<file path="config.mk">
export PLATFORM = sky130hd
export DESIGN_NAME = tdes_sequencer
export DESIGN_NICKNAME = d
export VERILOG_FILES = /design/src/rtl/tdes_sequencer.sv
export SDC_FILE = /design/constraint.sdc
export NUM_CORES = 1
export LEC_CHECK = 0
export CORE_MARGIN = 3
export CORE_UTILIZATION = 40
export DETAILED_ROUTE_END_ITERATION = 10
export PLACE_DENSITY = 0.67
export SYNTH_ARGS = -nofsm -noshare
export SYNTH_HDL_FRONTEND = slang
export SYNTH_SLANG_ARGS = --single-unit
</file>
<file path="constraint.sdc">
create_clock -name HCLK -period 2.6 [get_ports HCLK]
set_input_delay 0.78 -clock HCLK [delete_from_list [all_inputs] [get_ports HCLK]]
set_output_delay 0.78 -clock HCLK [all_outputs]
set_load 0.05 [all_outputs]
</file>
<file path="src/rtl/tdes_sequencer.sv">
// Triple-DES sequencer: runs a single-DES engine three times (EDE for
// encrypt, DED with reversed keys for decrypt) and aborts a pass if the
// engine does not answer within DONE_TIMEOUT wait cycles.
module tdes_sequencer #(
   parameter int DONE_TIMEOUT = 64
) (
   input  logic        HCLK,
   input  logic        HRESET,
   input  logic        enable,
   input  logic        encryptionType,
   input  logic [63:0] data,
   input  logic [63:0] key1,
   input  logic [63:0] key2,
   input  logic [63:0] key3,
   output logic        outputEnable,
   output logic [63:0] outputData,
   output logic        busy,
   output logic        error,
   output logic        des_start,
   output logic        des_decrypt,
   output logic [63:0] des_key,
   output logic [63:0] des_data,
   input  logic        des_done,
   input  logic [63:0] des_result
);

   localparam logic [1:0] IDLE  = 2'd0;
   localparam logic [1:0] START = 2'd1;
   localparam logic [1:0] WAIT  = 2'd2;

   localparam int             CW        = $clog2(DONE_TIMEOUT + 1);
   localparam logic [CW-1:0]  WAIT_LAST = CW'(DONE_TIMEOUT - 1);

   logic [1:0]    state;
   logic [1:0]    pass;
   logic [CW-1:0] wait_cnt;
   logic          encrypt_q;
   logic [63:0]   data_q;
   logic [63:0]   key1_q;
   logic [63:0]   key2_q;
   logic [63:0]   key3_q;
   logic [63:0]   inter_q;

   // Key for a given pass: encrypt walks key1..key3, decrypt walks key3..key1.
   function automatic logic [63:0] pass_key(input logic enc, input logic [1:0] p,
                                            input logic [63:0] k1, input logic [63:0] k2,
                                            input logic [63:0] k3);
      case (p)
         2'd0:    return enc ? k1 : k3;
         2'd1:    return k2;
         default: return enc ? k3 : k1;
      endcase
   endfunction

   // Engine direction: the middle pass runs opposite to the outer two.
   function automatic logic pass_dir(input logic enc, input logic [1:0] p);
      return enc ? (p == 2'd1) : (p != 2'd1);
   endfunction

   // Status and engine handshake follow directly from the state.
   assign busy      = (state != IDLE);
   assign des_start = (state == START);
   // First pass consumes the captured block, later passes the previous result.
   assign des_data  = (pass == 2'd0) ? data_q : inter_q;

   // Sequencer FSM, operand capture, pass chaining and timeout watchdog.
   always_ff @(posedge HCLK) begin
      if (HRESET) begin
         state        <= IDLE;
         pass         <= 2'd0;
         wait_cnt     <= '0;
         encrypt_q    <= 1'b0;
         data_q       <= '0;
         key1_q       <= '0;
         key2_q       <= '0;
         key3_q       <= '0;
         inter_q      <= '0;
         des_key      <= '0;
         des_decrypt  <= 1'b0;
         outputEnable <= 1'b0;
         outputData   <= '0;
         error        <= 1'b0;
      end else begin
         case (state)
            IDLE: begin
               if (enable) begin
                  encrypt_q    <= encryptionType;
                  data_q       <= data;
                  key1_q       <= key1;
                  key2_q       <= key2;
                  key3_q       <= key3;
                  des_key      <= pass_key(encryptionType, 2'd0, key1, key2, key3);
                  des_decrypt  <= pass_dir(encryptionType, 2'd0);
                  pass         <= 2'd0;
                  outputEnable <= 1'b0;
                  error        <= 1'b0;
                  state        <= START;
               end
            end
            START: begin
               wait_cnt <= '0;
               state    <= WAIT;
            end
            WAIT: begin
               if (des_done) begin
                  if (pass == 2'd2) begin
                     outputData   <= des_result;
                     outputEnable <= 1'b1;
                     state        <= IDLE;
                  end else begin
                     inter_q     <= des_result;
                     pass        <= pass + 2'd1;
                     des_key     <= pass_key(encrypt_q, pass + 2'd1, key1_q, key2_q, key3_q);
                     des_decrypt <= pass_dir(encrypt_q, pass + 2'd1);
                     state       <= START;
                  end
               end else if (wait_cnt == WAIT_LAST) begin
                  error <= 1'b1;
                  state <= IDLE;
               end else begin
                  wait_cnt <= wait_cnt + 1'b1;
               end
            end
            default: state <= IDLE;
         endcase
      end
   end

endmodule

</file>
After elaboration in Yosys (flattened, before gate mapping)
Index checks and enable logic that the tools add are counted.

word-level totals
  bits in registers = 463
  word-level logic and storage cells = 79
  input port bits = 325

cells by class
  muxes and demuxes = 34
  bitwise gates (word level) = 1
  add/sub/neg operators = 2
  eq/ne operators = 14
  reduce and logical (&&, ||, !) cells = 14

operators by type and width
  operator             count
  $mux 64              7
  $pmux 64 s2          2
  $mux 7               2
  $ne 2x2->1 const B   7
  $pmux 7 s2           1
  $mux 2               6
  $reduce_and 4->1     3
  $mux 1               11
  $reduce_and 3->1     3
  $add 7x1->7 const B  1
  $eq 7x6->1 const B   1
  $logic_not 2->1      3
  $pmux 1 s2           3
  $pmux 2 s3           1
  $reduce_bool 2->1    3
  $eq 2x1->1 const B   2
  $eq 2x2->1 const B   2
  $pmux 2 s2           1
  $reduce_and 2->1     2
  $ne 3x3->1 const B   1
  $add 2x1->2 const B  1
  $ne 2x1->1 const B   1
  $not 1->1            1

Longest topological paths before layout
Gate-level depths: netlist of the first run.

  depth in word-level cells = 6
  mapped depth = 8
  gate-level depth less buffers = 6

Least setup slack after synthesis of the first run
OpenSTA, ideal clock, no wires.

  kind = register to output
  from = register pass[0]
  to = output des_data[10]
  stages on the path, launching flop included = 6
  data required time = 1.820 ns
  setup slack = 0.122 ns
  data arrival time = 1.698 ns
  cell sequence = dfxtp_1 -> inv_1 -> ha_1 -> clkbuf_1 -> clkbuf_1 -> mux2_2

on the way
  word-level cells in the longest chain between the ends = 2

RTL lines
  element                 RTL line  RTL
  start, declared         35        logic [1:0] pass;
  start signal, assigned  112       pass <= pass + 2'd1;
  $logic_not 2->1         64        assign des_data = (pass == 2'd0) ? data_q : inter_q;
  $mux 64                 64
  end, declared           22        output logic [63:0] des_data,

No other way between the ends.

Worst setup path in the final report of the first run
  from = register pass[0]
  to = output des_data[45]

Same word-level chain as after synthesis.

==> reports/metrics.yaml, run 1 <==
dp_slack_ns: 0.122
synthTopCellsByCount: "773 x nand2_1, 463 x dfxtp_1, 454 x a21oi_1"
status: "complete, but fails checks"
initial_core_util: 0.407
cts_root_buffer: "clkbuf_16"
worst_pin_slew_ns: 0.763
totalWireLength_um: 73900
startpoint_type: "flip-flop"
cp.required_ns: 1.82
coreArea_sq_mm: 0.0504
whs_endpoint: "wait_cnt[6]"
r2r-end: "des_key[41]"
drv_slew: 0
first_pass_iters: 6
timing.slew.headroom: 0.491
synth.distinct_cells: 36
vdd.ir_drop.worst_uv: 482
place_area_sq_mm: 0.0264
rsz0062_at_grt: "yes"
yosysMostFrequentCell: "nand2_1"
worstHoldStart: "wait_cnt[6]"
syn_area_sq_mm: 0.0205
ys.flop_type: "dfxtp_1"
cts.clk_slew.worst_paths_ns: 0.06
drive_above_1_share: 0.117
syn-num-nets: 2883
grt_pass1_wl_um: 112000
synth-simple-area-share: 0.192
die_y_um: 232
syn_area_per_cell_sq_um: 8.04
seq_area_frac_synth: 0.452
cts.sinks: 463
synth_fa_ha_area_frac: 0.00305
reg2reg_depth: 9
antenna_left: 0
boundaryPins: 522
grt_pass1_vias: 20100
max_freq_mhz: 362
synthMuxAreaShare: 0.133
clk_path_buf_depth: 3
vias: 20100
setup-violations-final: 64
grt_max_degree: 86
die_area_sq_mm: 0.0540
finalCritPeriodShare: 1.06
antenna_found_initial: 10
cts.htree.levels: 2
fin_ws_ns: -0.161
synth_warnings: 0
finalNetCount: 3312
maxCapViolCount: 0
synth-edff-count: 0
leakage_nw: 11.4
synth_top_family_by_area: "simple AND/OR/NAND/NOR gates"
netlist.area_leader.share: 0.452
gp_congestion: 0.870
initialDrtViolationCount: 1521
hold_buffers: 0
syn_inst: 2553
final_area_sq_mm: 0.0289
gr-total-overflow: 0
grt_usage: 0.260
r2r_slack_ns: 0.36
drc: 0
viasPerCell: 5.45
power_density_mw_per_mm2: 652
synthXorXnorAreaFrac: 0.00128
synthToLayoutAreaGrowth_pct: 41.0
holdPathStages: 2
hp-class: "flip-flop to flip-flop"
fin_crit_ns: 2.76
critPathMaxFanout: 8
crit-reg2reg-launch: "pass[0]"
synth_seq_cells: 463
io_buffers: 521
die_w_um: 232
num_rows: 82
hold_viol: 0
cts_buffers: 51
violations: "setup timing"
dpl.hpwl_um: 48700
clk_latency_ns: 0.59
critical_path_class: "flip-flop to primary output"
cts_tree: "built"
synth_top_cell_by_area: "dfxtp_1"
wl_per_cell_um: 20.0
fin_worst_skew_ns: 0.0265
worstPathArrival_ns: 1.98
synth-compound-area-share: 0.169
yosys-top-cells-area: "dfxtp_1 45%, nand2_1 14%, a21oi_1 11%"
cp-end-kind: "primary output"
async_flop_share: 0
layout by cell type (no fill, tap or decap), types with 3 or more instances in the layout:
| master | instances |
|---|---|
| dlygate4sd2_1 | 30 |
| nor3_1 | 68 |
| mux2_1 | 28 |
| buf_8 | 45 |
| clkbuf_1 | 11 |
| nand3_1 | 3 |
| nor2_1 | 141 |
| nand2_1 | 773 |
| mux2_4 | 46 |
| a221o_1 | 64 |
| mux2i_1 | 129 |
| dlymetal6s2s_1 | 14 |
| a21oi_1 | 453 |
| buf_16 | 3 |
| buf_12 | 35 |
| buf_4 | 38 |
| clkbuf_8 | 18 |
| clkinv_2 | 7 |
| clkdlybuf4s50_1 | 406 |
| dfxtp_1 | 460 |
| buf_6 | 26 |
| mux2_2 | 54 |
| nand3b_1 | 4 |
| a211oi_1 | 66 |
| clkbuf_16 | 53 |
cell families (layout without fill, tap and decap cells):
group | after synthesis | after routing
and+or+nand+nor | 1008 | 1008
DFF | 463 | 463
xor gates and xnor gates | 3 | 3
other | 0 | 2
muxes | 257 | 257
buffers and inverters | 225 | 697
AOI/OAI and AO/OA | 592 | 592
adders and majority gates | 5 | 5
registers in the layout, summed over array words and instances, names as in the netlist, 2 cells and up:
signal,flops
outputData,64
wait_cnt,7
des_key,64
inter_q,64
key3_q,64
key1_q,64
pass,2
key2_q,64
state,2
data_q,64
what timing repair did:
action / in CTS / in global routing
gates cloned: 4 / 1
resized for setup: 172 / 42
setup buffers: 6 / 2
endpoints found under the hold margin: 0 / 0
setup endpoints to repair: 94 / 79
pin swaps: 1 / 1
how the worst max path moves through the flow:
stage                   endpoint      from  cells after the start  slack (ns)
CTS                 des_data[18]   pass[1]                      7       -0.23
detailed placement   des_key[41]  des_done                      6        0.12
global route        des_data[27]   pass[0]                      6       -0.23
floorplan           des_data[10]   pass[0]                      5        0.12
finish              des_data[45]   pass[0]                      6       -0.16
global placement     des_key[57]  des_done                      6        0.12
report_power, final:
group,internal (mW),total [mW],switching (mW)
clock network,4.40,7.40,3.00
registers,7.50,7.78,0.280
logic,1.56,3.67,2.11
total,13.5,18.8,5.39
metal layers:
layer,share of wire,GRT usage,vias up
li1,-,-,9544
met3,0.082,0.0585,175
met2,0.48,0.442,862
met5,0.0014,0,-
met4,0.043,0.111,14
met1,0.40,0.315,9551
critical path, stage by stage, from the launching register on:
cell and delay (ns):
dfxtp_2 0.32, inv_2 0.07, ha_4 0.18, buf_12 0.18, buf_8 0.14, mux2_2 0.35, buf_6 0.16
layout make-up:
class                      count  area [sq um]
antenna                        2          5.00
clock buffer                  81          1590
clock inverter                15           153
fill                        4438         21400
inverter                       3          11.3
multi-input combinational   1865         10500
sequential                   463          9280
tap                          672           841
timing repair buffer         598          6560
through the flow:
step / utilization / total power, mW / TNS (ns) / hold WS (ns) / std cells
2_1_floorplan: - / 9.94 / 0 / 0.418 / 2553
3_3_place_gp: 0.524 / 11.4 / 0 / 0.428 / 3590
3_5_place_dp: 0.524 / 11.5 / 0 / 0.438 / 3590
4_1_cts: 0.572 / 19.0 / -11.29 / 0.446 / 3696
5_1_grt: 0.574 / 19.5 / -12.45 / 0.471 / 3698
6_report: 0.574 / 18.8 / -7.82 / 0.449 / 3699
Note: power is estimated with default switching activity, not from simulation.
==> inputs of run 2 (changes only) <==
CTS_CLUSTER_DIAMETER = 200   (was not set)
==> results of run 2 <==
No change in the layout: final DEF, timing and power equal those of run 1.
